$ cat config.mk
export PLATFORM = sky130hd
export DESIGN_NAME = mem_pipe_flat
export DESIGN_NICKNAME = d
export VERILOG_FILES = /design/src/rtl/mem_pipe_if.sv /design/src/rtl/mem_pipe.sv /design/src/flat_wrapper.sv
export SDC_FILE = /design/constraint.sdc
export NUM_CORES = 1
export LEC_CHECK = 0
export ABC_AREA = 1
export CAP_MARGIN = 10
export CORE_AREA = 2 2 189 154
export DETAILED_ROUTE_END_ITERATION = 16
export DIE_AREA = 0 0 191 156
export MAX_ROUTING_LAYER = met4
export PLACE_DENSITY = 0.66
export SKIP_LAST_GASP = 1
export SLEW_MARGIN = 20
export SYNTH_ARGS = -nofsm -noshare
export SYNTH_HDL_FRONTEND = slang
export SYNTH_SLANG_ARGS = --single-unit
$ cat constraint.sdc
create_clock -name clk -period 4.95 [get_ports clk]
set_input_delay 1.2375 -clock clk [delete_from_list [all_inputs] [get_ports clk]]
set_output_delay 1.2375 -clock clk [all_outputs]
set_load 0.02 [all_outputs]
$ cat src/rtl/mem_pipe_if.sv
// Exec-side issue handshake and writeback-side result handshake of the memory-access stage.
// master = exec/writeback environment, slave = mem_pipe.
interface mem_pipe_if #(
    parameter int DATA_W = 32,
    parameter int ADDR_W = 17,
    parameter int REG_W  = 5
);
    logic              in_valid;
    logic              in_ready;
    logic [1:0]        in_op;
    logic [ADDR_W-1:0] in_addr;
    logic [DATA_W-1:0] in_wdata;
    logic [DATA_W-1:0] in_tdata;
    logic [REG_W-1:0]  in_rt;
    logic              in_rt_flag;

    logic              out_valid;
    logic              out_ready;
    logic [DATA_W-1:0] out_tdata;
    logic [REG_W-1:0]  out_rt;
    logic              out_rt_flag;

    modport master (
        output in_valid, in_op, in_addr, in_wdata, in_tdata, in_rt, in_rt_flag,
        input  in_ready,
        input  out_valid, out_tdata, out_rt, out_rt_flag,
        output out_ready
    );

    modport slave (
        input  in_valid, in_op, in_addr, in_wdata, in_tdata, in_rt, in_rt_flag,
        output in_ready,
        output out_valid, out_tdata, out_rt, out_rt_flag,
        input  out_ready
    );
endinterface

$ cat src/rtl/mem_pipe.sv
// Memory-access stage: issues loads/stores to a fixed-latency RAM and carries every op through
// a never-stalling delay line into a credit-protected output FIFO so writeback keeps issue order.
module mem_pipe #(
    parameter int DATA_W = 32,
    parameter int ADDR_W = 17,
    parameter int REG_W  = 5,
    parameter int RD_LAT = 2,
    parameter int FIFO_D = 4
) (
    input  logic                  clk,
    input  logic                  rstn,
    mem_pipe_if.slave             bus,
    output logic                  mem_en,
    output logic                  mem_we,
    output logic [ADDR_W-1:0]     mem_addr,
    output logic [DATA_W-1:0]     mem_wdata,
    input  logic [DATA_W-1:0]     mem_rdata,
    output logic [(2**REG_W)-1:0] pending_mask
);
    localparam int NREG  = 2**REG_W;
    localparam int PTR_W = $clog2(FIFO_D);
    localparam int CNT_W = $clog2(FIFO_D + 1);
    localparam int OUT_W = $clog2(RD_LAT + FIFO_D + 1);
    localparam int LAST  = RD_LAT - 1;

    logic              run;
    logic              fire;
    logic              op_load;
    logic              op_store;

    logic              dl_valid [RD_LAT];
    logic              dl_load  [RD_LAT];
    logic              dl_store [RD_LAT];
    logic [DATA_W-1:0] dl_tdata [RD_LAT];
    logic [REG_W-1:0]  dl_rt    [RD_LAT];
    logic              dl_flag  [RD_LAT];

    logic [DATA_W-1:0] f_data [FIFO_D];
    logic [REG_W-1:0]  f_rt   [FIFO_D];
    logic              f_flag [FIFO_D];
    logic              f_vld  [FIFO_D];
    logic [PTR_W-1:0]  wr_ptr;
    logic [PTR_W-1:0]  rd_ptr;
    logic [CNT_W-1:0]  count;

    logic              push;
    logic              pop;
    logic [DATA_W-1:0] push_data;
    logic [OUT_W-1:0]  outstanding;
    logic [NREG-1:0]   pm;

    function automatic logic [PTR_W-1:0] ptr_inc(input logic [PTR_W-1:0] p);
        return (p == PTR_W'(FIFO_D - 1)) ? '0 : p + PTR_W'(1);
    endfunction

    // 11 decodes as pass: only 01 and 10 touch the RAM.
    assign op_load  = (bus.in_op == 2'b01);
    assign op_store = (bus.in_op == 2'b10);
    assign fire     = bus.in_valid && bus.in_ready;

    assign mem_en    = fire && (op_load || op_store);
    assign mem_we    = fire && op_store;
    assign mem_addr  = bus.in_addr;
    assign mem_wdata = bus.in_wdata;

    // Each non-store op in flight holds a reserved FIFO slot, so the FIFO cannot overflow.
    always_comb begin
        outstanding = OUT_W'(count);
        for (int k = 0; k < RD_LAT; k++) begin
            if (dl_valid[k] && !dl_store[k]) outstanding = outstanding + OUT_W'(1);
        end
    end

    assign bus.in_ready = rstn && run && (outstanding < OUT_W'(FIFO_D));

    assign push      = dl_valid[LAST] && !dl_store[LAST];
    assign push_data = dl_load[LAST] ? mem_rdata : dl_tdata[LAST];
    assign pop       = bus.out_valid && bus.out_ready;

    assign bus.out_valid   = rstn && (count != '0);
    assign bus.out_tdata   = bus.out_valid ? f_data[rd_ptr] : '0;
    assign bus.out_rt      = bus.out_valid ? f_rt[rd_ptr]   : '0;
    assign bus.out_rt_flag = bus.out_valid ? f_flag[rd_ptr] : 1'b0;

    always_comb begin
        pm = '0;
        for (int k = 0; k < RD_LAT; k++) begin
            if (dl_valid[k] && dl_flag[k]) pm[dl_rt[k]] = 1'b1;
        end
        for (int i = 0; i < FIFO_D; i++) begin
            if (f_vld[i] && f_flag[i]) pm[f_rt[i]] = 1'b1;
        end
        pending_mask = rstn ? pm : '0;
    end

    always_ff @(posedge clk) begin
        if (!rstn) begin
            run <= 1'b0;
            for (int k = 0; k < RD_LAT; k++) dl_valid[k] <= 1'b0;
        end else begin
            run         <= 1'b1;
            dl_valid[0] <= fire;
            for (int k = 1; k < RD_LAT; k++) dl_valid[k] <= dl_valid[k-1];
        end
    end

    always_ff @(posedge clk) begin
        dl_load[0]  <= op_load;
        dl_store[0] <= op_store;
        dl_tdata[0] <= bus.in_tdata;
        dl_rt[0]    <= bus.in_rt;
        dl_flag[0]  <= bus.in_rt_flag;
        for (int k = 1; k < RD_LAT; k++) begin
            dl_load[k]  <= dl_load[k-1];
            dl_store[k] <= dl_store[k-1];
            dl_tdata[k] <= dl_tdata[k-1];
            dl_rt[k]    <= dl_rt[k-1];
            dl_flag[k]  <= dl_flag[k-1];
        end
    end

    always_ff @(posedge clk) begin
        if (!rstn) begin
            wr_ptr <= '0;
            rd_ptr <= '0;
            count  <= '0;
            for (int i = 0; i < FIFO_D; i++) f_vld[i] <= 1'b0;
        end else begin
            // Clear before set: when full, a simultaneous push and pop share one slot.
            if (pop) begin
                f_vld[rd_ptr] <= 1'b0;
                rd_ptr        <= ptr_inc(rd_ptr);
            end
            if (push) begin
                f_vld[wr_ptr] <= 1'b1;
                wr_ptr        <= ptr_inc(wr_ptr);
            end
            if (push && !pop)      count <= count + CNT_W'(1);
            else if (!push && pop) count <= count - CNT_W'(1);
        end
    end

    always_ff @(posedge clk) begin
        if (push) begin
            f_data[wr_ptr] <= push_data;
            f_rt[wr_ptr]   <= dl_rt[LAST];
            f_flag[wr_ptr] <= dl_flag[LAST];
        end
    end
endmodule

$ cat src/flat_wrapper.sv
// flat-port wrapper written by rule: the top's interface ports become plain ports
module mem_pipe_flat 
#(
    parameter int DATA_W = 32,
    parameter int ADDR_W = 17,
    parameter int REG_W  = 5,
    parameter int RD_LAT = 2,
    parameter int FIFO_D = 4
)
  (clk, rstn, mem_en, mem_we, mem_addr, mem_wdata, mem_rdata, pending_mask, bus_in_valid, bus_in_op, bus_in_addr, bus_in_wdata, bus_in_tdata, bus_in_rt, bus_in_rt_flag, bus_in_ready, bus_out_valid, bus_out_tdata, bus_out_rt, bus_out_rt_flag, bus_out_ready);
  mem_pipe_if #(.DATA_W(DATA_W), .ADDR_W(ADDR_W), .REG_W(REG_W)) bus_i ();
  input  logic clk;
  input  logic rstn;
  output logic mem_en;
  output logic mem_we;
  output logic [ADDR_W-1:0] mem_addr;
  output logic [DATA_W-1:0] mem_wdata;
  input  logic [DATA_W-1:0] mem_rdata;
  output logic [(2**REG_W)-1:0] pending_mask;
  input wire logic [$bits(bus_i.in_valid)-1:0] bus_in_valid;
  input wire logic [$bits(bus_i.in_op)-1:0] bus_in_op;
  input wire logic [$bits(bus_i.in_addr)-1:0] bus_in_addr;
  input wire logic [$bits(bus_i.in_wdata)-1:0] bus_in_wdata;
  input wire logic [$bits(bus_i.in_tdata)-1:0] bus_in_tdata;
  input wire logic [$bits(bus_i.in_rt)-1:0] bus_in_rt;
  input wire logic [$bits(bus_i.in_rt_flag)-1:0] bus_in_rt_flag;
  output wire logic [$bits(bus_i.in_ready)-1:0] bus_in_ready;
  output wire logic [$bits(bus_i.out_valid)-1:0] bus_out_valid;
  output wire logic [$bits(bus_i.out_tdata)-1:0] bus_out_tdata;
  output wire logic [$bits(bus_i.out_rt)-1:0] bus_out_rt;
  output wire logic [$bits(bus_i.out_rt_flag)-1:0] bus_out_rt_flag;
  input wire logic [$bits(bus_i.out_ready)-1:0] bus_out_ready;
  assign bus_i.in_valid = bus_in_valid;
  assign bus_i.in_op = bus_in_op;
  assign bus_i.in_addr = bus_in_addr;
  assign bus_i.in_wdata = bus_in_wdata;
  assign bus_i.in_tdata = bus_in_tdata;
  assign bus_i.in_rt = bus_in_rt;
  assign bus_i.in_rt_flag = bus_in_rt_flag;
  assign bus_in_ready = bus_i.in_ready;
  assign bus_out_valid = bus_i.out_valid;
  assign bus_out_tdata = bus_i.out_tdata;
  assign bus_out_rt = bus_i.out_rt;
  assign bus_out_rt_flag = bus_i.out_rt_flag;
  assign bus_i.out_ready = bus_out_ready;
  mem_pipe #(.DATA_W(DATA_W), .ADDR_W(ADDR_W), .REG_W(REG_W), .RD_LAT(RD_LAT), .FIFO_D(FIFO_D)) u_core (.clk(clk), .rstn(rstn), .bus(bus_i), .mem_en(mem_en), .mem_we(mem_we), .mem_addr(mem_addr), .mem_wdata(mem_wdata), .mem_rdata(mem_rdata), .pending_mask(pending_mask));
endmodule
==> key figures, run 1 <==
Status
  • Status: complete, no violations

Synth
  • Yosys warns: 0
  • Synth top area cells: edfxtp_1 (41%), dfxtp_1 (17%), nand2_1 (7.8%)
  • Avg Inst Size Synth: about 9.4 sq um
  • Post-synth top area cell: edfxtp_1
  • Mapped Nets: ~1,300
  • Synth Register Bits: approximately 250
  • Top FF cell, synth: edfxtp_1
  • EDFF count, synth: approximately 150
  • Post-synthesis cell type count: 30
  • Netlist Area Pre-Place: between 0.01 and 0.015 sq mm
  • Ys async rst share: 0%
  • Cells after Synth: roughly 1,200
  • Most instantiated cells after synthesis: nand2_1 (230), nor2_1 (216), edfxtp_1 (152)
  • Top-count cell post-synth: nand2_1
  • Seq/Total Area, Yosys: roughly three fifths
  • Post-synth top area share: ~41%

Floorplanning
  • IO Count: 248
  • Die Y: 156 um
  • Die X: approximately 190 um
  • Core ar.: 0.0279 sq mm
  • Row cnt: 55
  • Initial core utilization: 39.5%
  • Total Die Area: a little under 0.03 sq mm

Global routing
  • GRT Resource Usage Total: 21.1%
  • Global-route wire length before repair: 46.7 mm
  • Total grt overflow: 0
  • Vias in the first global route: slightly above 8,000
  • Initial antenna violation count: 0
  • Largest net degree at the start of global routing: 76

Worst setup path
  • Worst EP arrival: approximately 3.2 ns
  • CP top delay family: buffers and inverters
  • Setup CP Type: input pin to primary output
  • RR Endpoint: u_core.f_data[1][29]
  • Crit Path Max Fanout: 38
  • Req. time, crit path: around 3.7 ns
  • CP peak stage delay: between 0.6 and 0.7 ns
  • Slowest cell on crit path: clkdlybuf4s50_1
  • Worst Setup End Kind: primary output
  • Worst path bufs/invs: 4
  • Worst r2r src: u_core.dl_valid[0][1]
  • Startpoint Class: input pin
  • Crit-path cells: clkdlybuf4s50_1 -> inv_2 -> nor2_4 -> inv_2 -> a21oi_1 -> clkdlybuf4s50_1
  • Reg2Reg Setup Slack: ~2.6 ns
  • FF-to-FF path depth: 5

Clocking
  • CTS tree: yes
  • CTS Buf Count: 27
  • Skew-Pair Late Insertion Delay: 0.54 ns
  • CTS Root Cell: clkbuf_16
  • Maximum clock insertion buffer count: 3
  • Post-CTS setup buffer count: 0
  • Post-CTS Hold Fix Bufs: 0
  • H-tree Lvls: 1
  • Post_cts resized: 0
  • Sinks on Clock Net: between 200 and 250
  • Clk slew on worst S/H paths: about 0.060 ns

Final layout
  • Util after Layout: 48.1%
  • Final net count: ~1,400
  • Filler cells: approximately 2,600
  • Multi-input gate area: 0.00374 sq mm
  • Ant diodes: 0
  • Ratio of cells with drive above 1 in the final layout: a little under a tenth
  • Storage cell area: ~0.0065 sq mm
  • Area growth syn-to-layout: 21.8%

Pwr
  • Leak: roughly 5.0 nW
  • Sw frac: between 20 and 25%
  • Clock network power share: between 40% and 50%
  • Peak VDD IR: 239 uV
  • Internal Power: ~0.0035 W
  • Switch Pwr: about 0.0011 W
  • Pwr Total: around 0.0047 W
  • Sequential Power Share: about half
  • Power Density: ~350 mW/mm^2
  • Combinational Power Share: 9.6%

Drt
  • Antenna-violating nets left: 0
  • Via count: around 8,600
  • DR pass1 iterations: 5
  • Post-DR wirelength/cell: roughly 18 um
  • DRT Wirelength: 30.5 mm
  • Initial DRC count: between 800 and 900
  • DRC viols: 0
  • DR vias/cell: roughly 5.1

Min path
  • Hold Path Sink: u_core.dl_tdata[0][58]
  • Min-Delay Path Class: flop to flop
  • Hold path cells: 0
  • Hold wc startpoint: u_core.dl_tdata[0][26]

Placement
  • HPWL after DPL: 20.3 mm
  • RD Place Congestion: approximately 1
  • Dpl ws: about 0.57 ns
  • Port Buffers: ~150

Job
  • Maxcap violations: 0

Timing
  • Final Skew: 0.0163 ns
  • Final worst path period share: 89.0%
  • Unrepaired setup endpoints after global routing: false
  • Slew @ Worst Pin: between 1 and 1.5 ns
  • Final setup margin: roughly 0.54 ns
  • Max-Slew Margin vs Limit: between 20% and 30%
  • Minimum clock period: around 4.4 ns
  • Post-route setup TNS: 0 ns
  • Final hold vios: 0
  • Slew Limit Fails: 0
  • Final Setup Violations: 0
  • Hold_ws: ~0.33 ns
  • Fmax: between 0.2 and 0.25 GHz
## area by class of cell
cell class	count	area share (%)
timing repair buffer	159	11.7
clock inverter	15	1.05
sequential	248	48.4
inverter	79	2.21
clock buffer	35	5.34
multi-input combinational	766	27.9
tap	370	3.45
## metal layers
layer  track usage, %  vias up  share of wire, %
li1                 -     4092                 -
met1             29.6     4002                46
met2             30.1      406                42
met3             3.58       95               8.3
met4             8.64        0               3.8
met5                -        -                 0
## logic make-up (layout without fill, tap and decap cells)
group           count (synthesis)  count (layout)  synth area share [%]
xor+xnor                        1               1                0.0796
buf+inv                       163             288                  7.41
compound gates                192             192                  9.00
simple gates                  530             530                  20.1
fa+ha+maj                      11              11                  1.25
mux                            32              32                  3.27
flops                         248             248                  58.9
## worst max-delay path by stage
| stage | from | to | slack (ns) | depth (start not counted) |
|---|---|---|---|---|
| floorplan | rstn | bus_out_rt[0] | 1.55 | 6 |
| global route | rstn | bus_out_tdata[9] | 0.42 | 6 |
| global placement | rstn | bus_out_tdata[28] | 0.62 | 6 |
| CTS | rstn | bus_out_tdata[9] | 0.54 | 6 |
| finish | rstn | bus_out_tdata[9] | 0.54 | 6 |
| detailed placement | rstn | bus_out_tdata[9] | 0.57 | 6 |
## cells in the final DEF, fill, tap and decap left out, drive strengths merged
master | Yosys | layout
a22oi | 6 | 6
edfxtp | 152 | 152
o211ai | 2 | 2
inv | 79 | 85
a211oi | 1 | 1
dfxtp | 96 | 96
nand3 | 37 | 37
buf | 68 | 10
nor2 | 219 | 219
and2 | 2 | 2
mux2 | 32 | 32
clkdlybuf4s50 | 0 | 149
nor3 | 39 | 39
clkbuf | 16 | 35
nand4 | 1 | 1
clkinvlp | 0 | 4
o21ai | 90 | 90
a21oi | 93 | 93
bufinv | 0 | 1
ha | 11 | 11
nand2 | 232 | 232
clkinv | 0 | 4
xnor2 | 1 | 1
## through the flow
| stage | instances | cell area (sq um) |
|---|---|---|
| 2_1_floorplan | 1177 | 11000 |
| 3_3_place_gp | 1622 | 12600 |
| 3_5_place_dp | 1622 | 12600 |
| 4_1_cts | 1672 | 13400 |
| 5_1_grt | 1672 | 13400 |
| 6_report | 1672 | 13400 |
## power groups by stage
stage / clock, W / combinational (W) / sequential [W]
after floorplan: 0 / 0.000314 / 0.00231
final: 0.00194 / 0.000448 / 0.00228
after global placement: 0 / 0.000447 / 0.00232
after detailed placement: 0 / 0.000450 / 0.00232
after global routing: 0.00207 / 0.000493 / 0.00228
after CTS: 0.00198 / 0.000453 / 0.00228
## flip-flops by register name (all words and copies together), names as in the netlist, 2 cells and up, named ones only
signal	count
u_core.dl_tdata	64
u_core.f_flag	4
u_core.count	3
u_core.wr_ptr	2
u_core.f_vld	4
u_core.dl_load	2
u_core.rd_ptr	2
u_core.dl_store	2
u_core.dl_rt	10
u_core.dl_flag	2
u_core.dl_valid	2
u_core.f_rt	20
u_core.f_data	128
## worst reg2reg max path, stage by stage (launching register included)
cell and delay (ns):
dfxtp_1 0.33, inv_1 0.05, nor2_1 0.23, inv_1 0.28, nor2_4 0.58, buf_4 0.49
Note: power is estimated with default switching activity, not from simulation.
==> run 2, diff against run 1 <==
- REMOVE_ABC_BUFFERS: not set -> 1
- TNS_END_PERCENT: not set -> 100
==> run 2 against run 1 <==
Compared with the run above: critical endpoint is now bus_out_tdata[23]; flip-flop and latch count did not move; critical path depth unchanged; die area unchanged; largest power group unchanged.
==> key figures, run 2 (synthesis results as in run 1) <==
Floorplanning
  • Die X: 191 um (unchanged)
  • Row cnt: 55 (unchanged)
  • Core ar.: 0.0279 sq mm (unchanged)
  • Total Die Area: 0.0298 sq mm (unchanged)
  • IO Count: 248 (unchanged)
  • Die Y: 156 um (unchanged)
  • Initial core utilization: 39.5% (unchanged)

Final layout
  • Filler cells: 2,578 (-1.3%)
  • Top flop regs: u_core.f_data: 128 flops, u_core.dl_tdata: 64 flops, u_core.f_rt: 20 flops
  • Final net count: 1,415 (-0.14%)
  • Top reg by flops: u_core.f_data
  • Ant diodes: 0 (unchanged)
  • Area growth syn-to-layout: 21.7% (about the same)
  • Max reg flops: 128 (unchanged)
  • Ratio of cells with drive above 1 in the final layout: 9.24% (+0.021 points)
  • Most frequent cells in the layout: nand2_1 (230), nor2_1 (212), edfxtp_1 (152)
  • Leading cell type in the layout, fill and taps excluded: nand2_1
  • Fin area: 0.0134 sq mm (about the same)

Worst setup path
  • Slowest cell on crit path: clkdlybuf4s50_1
  • Worst path bufs/invs: 4 (unchanged)
  • CP top delay family: buffers and inverters
  • Startpoint Class: input pin
  • Crit-path cells: clkdlybuf4s50_1 -> inv_2 -> nor2_4 -> inv_2 -> a21oi_1 -> clkdlybuf4s50_1
  • Worst EP arrival: 3.09 ns (-0.08 ns)
  • CP peak stage delay: 0.63 ns (about the same)
  • Crit Path Max Fanout: 38 (unchanged)
  • Worst Setup End Kind: primary output
  • Setup CP Type: input pin to primary output
  • Req. time, crit path: 3.71 ns (about the same)

Status
  • Status: complete, no violations

Drt
  • DRC viols: 0 (unchanged)
  • Initial DRC count: 642 (-21%)
  • Antenna-violating nets left: 0 (unchanged)
  • DRT Wirelength: 31.7 mm (+4.0%)
  • Via count: 8,486 (-1.3%)
  • DR vias/cell: 5.08 (-1.1%)
  • Post-DR wirelength/cell: 19.0 um (+4.1%)
  • DR pass1 iterations: 7 (+2)

Clocking
  • CTS Buf Count: 26 (-3.7%)
  • Maximum clock insertion buffer count: 3 (unchanged)
  • CTS Root Cell: clkbuf_16
  • Post_cts resized: 0 (unchanged)
  • Post-CTS Hold Fix Bufs: 0 (unchanged)
  • Clk slew on worst S/H paths: 0.06 ns (about the same)
  • H-tree Lvls: 1 (unchanged)
  • CTS tree: yes
  • Post-CTS setup buffer count: 0 (unchanged)
  • Skew-Pair Late Insertion Delay: 0.53 ns (about the same)
  • Sinks on Clock Net: 248 (unchanged)

Pwr
  • Switch Pwr: 0.00110 W (-3.8%)
  • Clock network power share: 41.1% (-0.4 points)
  • Power Density: 345 mW/mm^2 (-0.67%)
  • Internal Power: 0.00353 W (+0.28%)
  • Peak VDD IR: 223 uV (-6.4%)
  • Sequential Power Share: 49.3% (+0.4 points)
  • Combinational Power Share: 9.6% (about the same)
  • Leak: 5.04 nW (about the same)
  • Sw frac: 23.7% (-0.76 points)

Placement
  • HPWL after DPL: 21.9 mm (+8.1%)
  • Placed Area: 0.0125 sq mm (about the same)
  • Port Buffers: 149 (unchanged)
  • RD Place Congestion: 0.944 (-6.0%)

Timing
  • Fmax: 0.231 GHz (+1.9%)
  • Final worst path period share: 87.4% (-1.6 points)
  • Max-Slew Margin vs Limit: 35.1% (+7.8 points)
  • Post-route setup TNS: 0 ns (unchanged)
  • Final Skew: 0.0237 ns (+0.00747 ns)
  • Slew @ Worst Pin: 0.970 ns (-0.116 ns)
  • Minimum clock period: 4.32 ns (-0.0808 ns)
  • Unrepaired setup endpoints after global routing: false
  • Final hold vios: 0 (unchanged)
  • Slew Limit Fails: 0 (unchanged)
  • Final Setup Violations: 0 (unchanged)

Global routing
  • Largest net degree at the start of global routing: 76 (unchanged)
  • GRT Resource Usage Total: 21.3% (+0.27 points)
  • GRT met1 Usage: 29.5% (-0.050 points)
  • Vias in the first global route: 7,833 (-5.4%)
  • Global-route wire length before repair: 46.9 mm (+0.55%)
  • Top Usage Layer GRT: met2
  • Total grt overflow: 0 (unchanged)
  • Initial antenna violation count: 0 (unchanged)
  • Met3 global-route usage: 5.74% (+2.2 points)
  • GR Util met2: 31.0% (+0.91 points)

Min path
  • Min-Delay Path Class: flop to flop

Job
  • Maxcap violations: 0 (unchanged)
-- run 2: cell count changes in the layout (fill, tap and decap cells not counted), sizes merged --
cell,before,now
buf,10,9
clkinv,4,8
inv,85,79
-- run 2: final cells by class --
type	instances	area, sq um	share of cell area (%)
repair buffers	158	1560	11.6
inverters	79	297	2.21
flip-flops and latches	248	6490	48.4
multi-input cells	766	3740	27.9
well taps	370	463	3.45
clock inverters	13	121	0.906
clock buffers	35	736	5.49
-- run 2: worst reg2reg max path: cells and delay by family (launching register included) --
kind,cells,cell delay [ns]
buffers and inverters,3,0.81
flip-flops,1,0.33
AND/OR/NAND/NOR,2,0.71
-- run 2: path summary, 6_finish.rpt --
path,slack (ns),to,startpoint,cells after the start
max,0.63,bus_out_tdata[23],rstn,6
min,0.32,u_core.dl_tdata[0][60],u_core.dl_tdata[0][28],0
max reg2reg,2.72,u_core.f_data[1][29],u_core.dl_valid[0][1],5
min reg2reg,0.32,u_core.dl_tdata[0][60],u_core.dl_tdata[0][28],0
-- run 2: through the flow --
step                      total power, W  setup WS [ns]  utilization, %  instances  hold slack [ns]
final                            0.00463          0.625            48.1       1669            0.322
after floorplan                  0.00255          0.759               -       1093            0.310
after CTS                        0.00468          0.582            48.1       1669            0.326
after global routing             0.00480          0.475            48.1       1669            0.331
after detailed placement         0.00277          0.588            45.0       1621            0.312
after global placement           0.00277          0.640            45.0       1621            0.310
-- run 2: power by group through the flow --
stage	Combinational [W]	Sequential, W	Clock, W
finish	0.000444	0.00228	0.00190
global route	0.000486	0.00229	0.00203
CTS	0.000449	0.00228	0.00195
detailed placement	0.000445	0.00233	0
global placement	0.000444	0.00232	0
floorplan	0.000218	0.00233	0
-- run 2: per-layer routing --
| metal | up-vias | wire length (um) |
|---|---|---|
| li1 | 4076 | - |
| met1 | 4019 | 14700 |
| met2 | 344 | 13700 |
| met3 | 47 | 2640 |
| met4 | 0 | 682 |
| met5 | - | 0 |
==> variant (flow settings as in run 2) <==
Put a register stage on the output `bus.out_rt_flag`, without a reset. The value now appears one clock later.
--- a/src/rtl/mem_pipe.sv
+++ b/src/rtl/mem_pipe.sv
@@ -80,7 +80,9 @@
     assign bus.out_valid   = rstn && (count != '0);
     assign bus.out_tdata   = bus.out_valid ? f_data[rd_ptr] : '0;
     assign bus.out_rt      = bus.out_valid ? f_rt[rd_ptr]   : '0;
-    assign bus.out_rt_flag = bus.out_valid ? f_flag[rd_ptr] : 1'b0;
+    always_ff @(posedge clk) begin
+        bus.out_rt_flag <= bus.out_valid ? f_flag[rd_ptr] : 1'b0;
+    end
 
     always_comb begin
         pm = '0;
Formal check against the unedited RTL: not equivalent (Yosys sat finds a counterexample within 10 cycles, from zero or initial values and one cycle with rstn low).
==> variant against run 2 <==
Wire length is 5.8% higher; total power is 0.63% lower; clock skew is 0.0090 ns lower; non-clock buffer count stayed put; area after synthesis is 0.35% higher; worst setup slack worse by 0.26 ns; design area is 0.18% higher; synthesized cell count is 0.68% higher; final cell count is 0.54% higher; sequential share of layout area is 0.064 points higher; critical endpoint is now bus_out_tdata[20]; combinational power is 2% lower; sequential cell count is 1 higher; fmax is 5.7% lower; register-to-register slack better by 0.06 ns.
==> variant: results (changes against run 2) <==
Synth
  • Count of cell types in the netlist: 29 (-3.3%)
  • Area contributors post-synth: edfxtp_1 41%, dfxtp_1 18%, nand2_1 8.3%
  • Sequential area share after synthesis: 0.5889 (about the same)
  • Post-synth top area share: 0.4131 (-0.001456)
  • Synth top cells by count: 244 x nand2_1, 210 x nor2_1, 152 x edfxtp_1
  • Synth Warn #: 0 (unchanged)
  • Post-synthesis async set-or-reset flop share: 0 (unchanged)
  • Post-synth EDFFs: 152 (unchanged)

Cells and area
  • Number of flip-flops in the largest register: 128 (unchanged)
  • Layout cell share with drive strength beyond 1: 0.08416 (-0.008217)
  • Largest regs: u_core.f_data (128), u_core.dl_tdata (64), u_core.f_rt (20)
  • Final layout net count: 1423 (+0.57%)

Route
  • DRT iter0 DRCs: 795 (+24%)
  • WL per Instance: 19.99 µm (+5.2%)
  • First-pass iteration count of the detailed router: 5 (-2)
  • Via/cell ratio: 5.116 (+0.62%)

Global routing
  • Vias in the first global route: 8131 (+3.8%)
  • Largest net degree at the start of global routing: 73 (-3.9%)
  • Overall routing resource usage: 0.2273 (+0.01381)
  • First-pass GRT wire length: 49220 µm (+4.9%)
  • Initial antenna violation count: 1 (+1)

Placed design
  • Pre-CTS WS: 0.6095 ns (+0.02170 ns)
  • DP HPWL: 22920 µm (+4.5%)
  • GP Congestion: 0.9688 (+2.6%)
  • Port bufs: 149 (unchanged)
  • Dpl cell area: 12580 µm² (+0.26%)

Clock tree
  • CTS Buf Count: 26 (unchanged)
  • Post-CTS Setup Bufs: 0 (unchanged)
  • Clk_lat worst skew: 0.53 ns (about the same)
  • CTS Buffer Depth: 3 (unchanged)
  • Root Driver: clkbuf_16
  • Reg clk slew, reported paths: 0.06 ns (about the same)
  • H-tree levels: 1 (unchanged)

Power and ir drop
  • Leak: 5.060 nW (+0.47%)
  • Peak VDD IR: 0.0002223 V (-0.42%)
  • Cell internal pwr: 3.527 mW (-0.21%)

Worst hold path
  • Hold Path Class: register to register
  • WHS Path Cells: 0 (unchanged)
  • Hold Crit Endpoint: u_core.dl_tdata[0][36]
  • HP Start: u_core.dl_tdata[0][4]

Worst setup path
  • R2R depth: 5 (unchanged)
  • Max Fanout on Critical Path: 38 (unchanged)
  • Critical Path AT: 3.35 ns (+0.26 ns)
  • R2r setup slk: 2.78 ns (+0.06 ns)
  • Critical R2R Launch: u_core.dl_valid[0][1]
  • Reg2reg end: u_core.f_data[3][8]

Timing
  • Transition time of the tightest slew-check pin: 1.029 ns (+0.05828 ns)
  • Clock skew after layout: 0.01477 ns (-0.008963 ns)
  • Fin Hold WS: 0.3230 ns (+0.0006550 ns)

Run status
  • Status: finished, final reports clean
==> variant: changes by cell type after synthesis, sizes merged, moves of 3 or more <==
cell / run 2 / this run
a22oi: 6 / 3
and2: 2 / 6
nand2: 232 / 245
nand3: 37 / 34
nor2: 219 / 212
nor3: 39 / 48
o21ai: 90 / 85
==> variant: how the worst max path moves through the flow <==
stage,startpoint,to,slack [ns],cells after the start
after floorplan,register,bus_out_rt[2],0.84,4
after global placement,rstn,bus_out_tdata[18],0.63,7
after detailed placement,rstn,bus_out_rt[3],0.61,7
after CTS,register,bus_out_rt[1],0.26,5
after global routing,register,bus_out_rt[0],0.13,5
final,register,bus_out_tdata[20],0.36,5
==> variant: metal layers <==
layer | track usage | routed length, µm | vias up
li1 | - | - | 4117
met1 | 0.3004 | 14750 | 4039
met2 | 0.3275 | 14550 | 373
met3 | 0.08502 | 3527 | 56
met4 | 0.05906 | 718 | 0
met5 | - | 0 | -
==> variant: power by group through the flow <==
stage | logic (mW) | registers (mW) | clock network, mW
6_report | 0.436 | 2.30 | 1.87
5_1_grt | 0.479 | 2.30 | 1.99
4_1_cts | 0.441 | 2.30 | 1.92
3_5_place_dp | 0.438 | 2.34 | 0
3_3_place_gp | 0.435 | 2.34 | 0
2_1_floorplan | 0.214 | 2.34 | 0
==> variant: through the flow <==
step,util,cells
floorplan,-,1101
global placement,0.4513,1629
detailed placement,0.4513,1629
CTS,0.4817,1677
global route,0.4818,1678
finish,0.4818,1678
==> variant: critical path, stage by stage (launching register included) <==
cell and delay [ns]:
dfxtp_2 0.93, inv_2 0.59, nor2_1 0.20, o21ai_0 0.21
a21oi_1 0.23, clkdlybuf4s50_1 0.62
==> variant: cells by family (layout without fill, tap and decap cells) <==
logic type / count (synthesis) / after routing / share of synthesized area
buf+inv: 162 / 284 / 0.07407
simple gates: 547 / 547 / 0.2070
mux: 32 / 32 / 0.03262
fa+ha+maj: 11 / 11 / 0.01246
xor+xnor: 1 / 1 / 0.0007929
flops: 249 / 249 / 0.5889
other cells: 0 / 1 / 0
compound gates: 183 / 183 / 0.08415
==> variant: area by class of cell <==
type                            count  area (µm²)
Clock buffer                       34       721.9
Antenna cell                        1       2.502
Tap cell                          370       462.9
Fill cell                        2602       14440
Multi-Input combinational cell    774        3754
Clock inverter                     14       123.9
Timing Repair Buffer              158        1559
Sequential cell                   249        6510
Inverter                           78       292.8
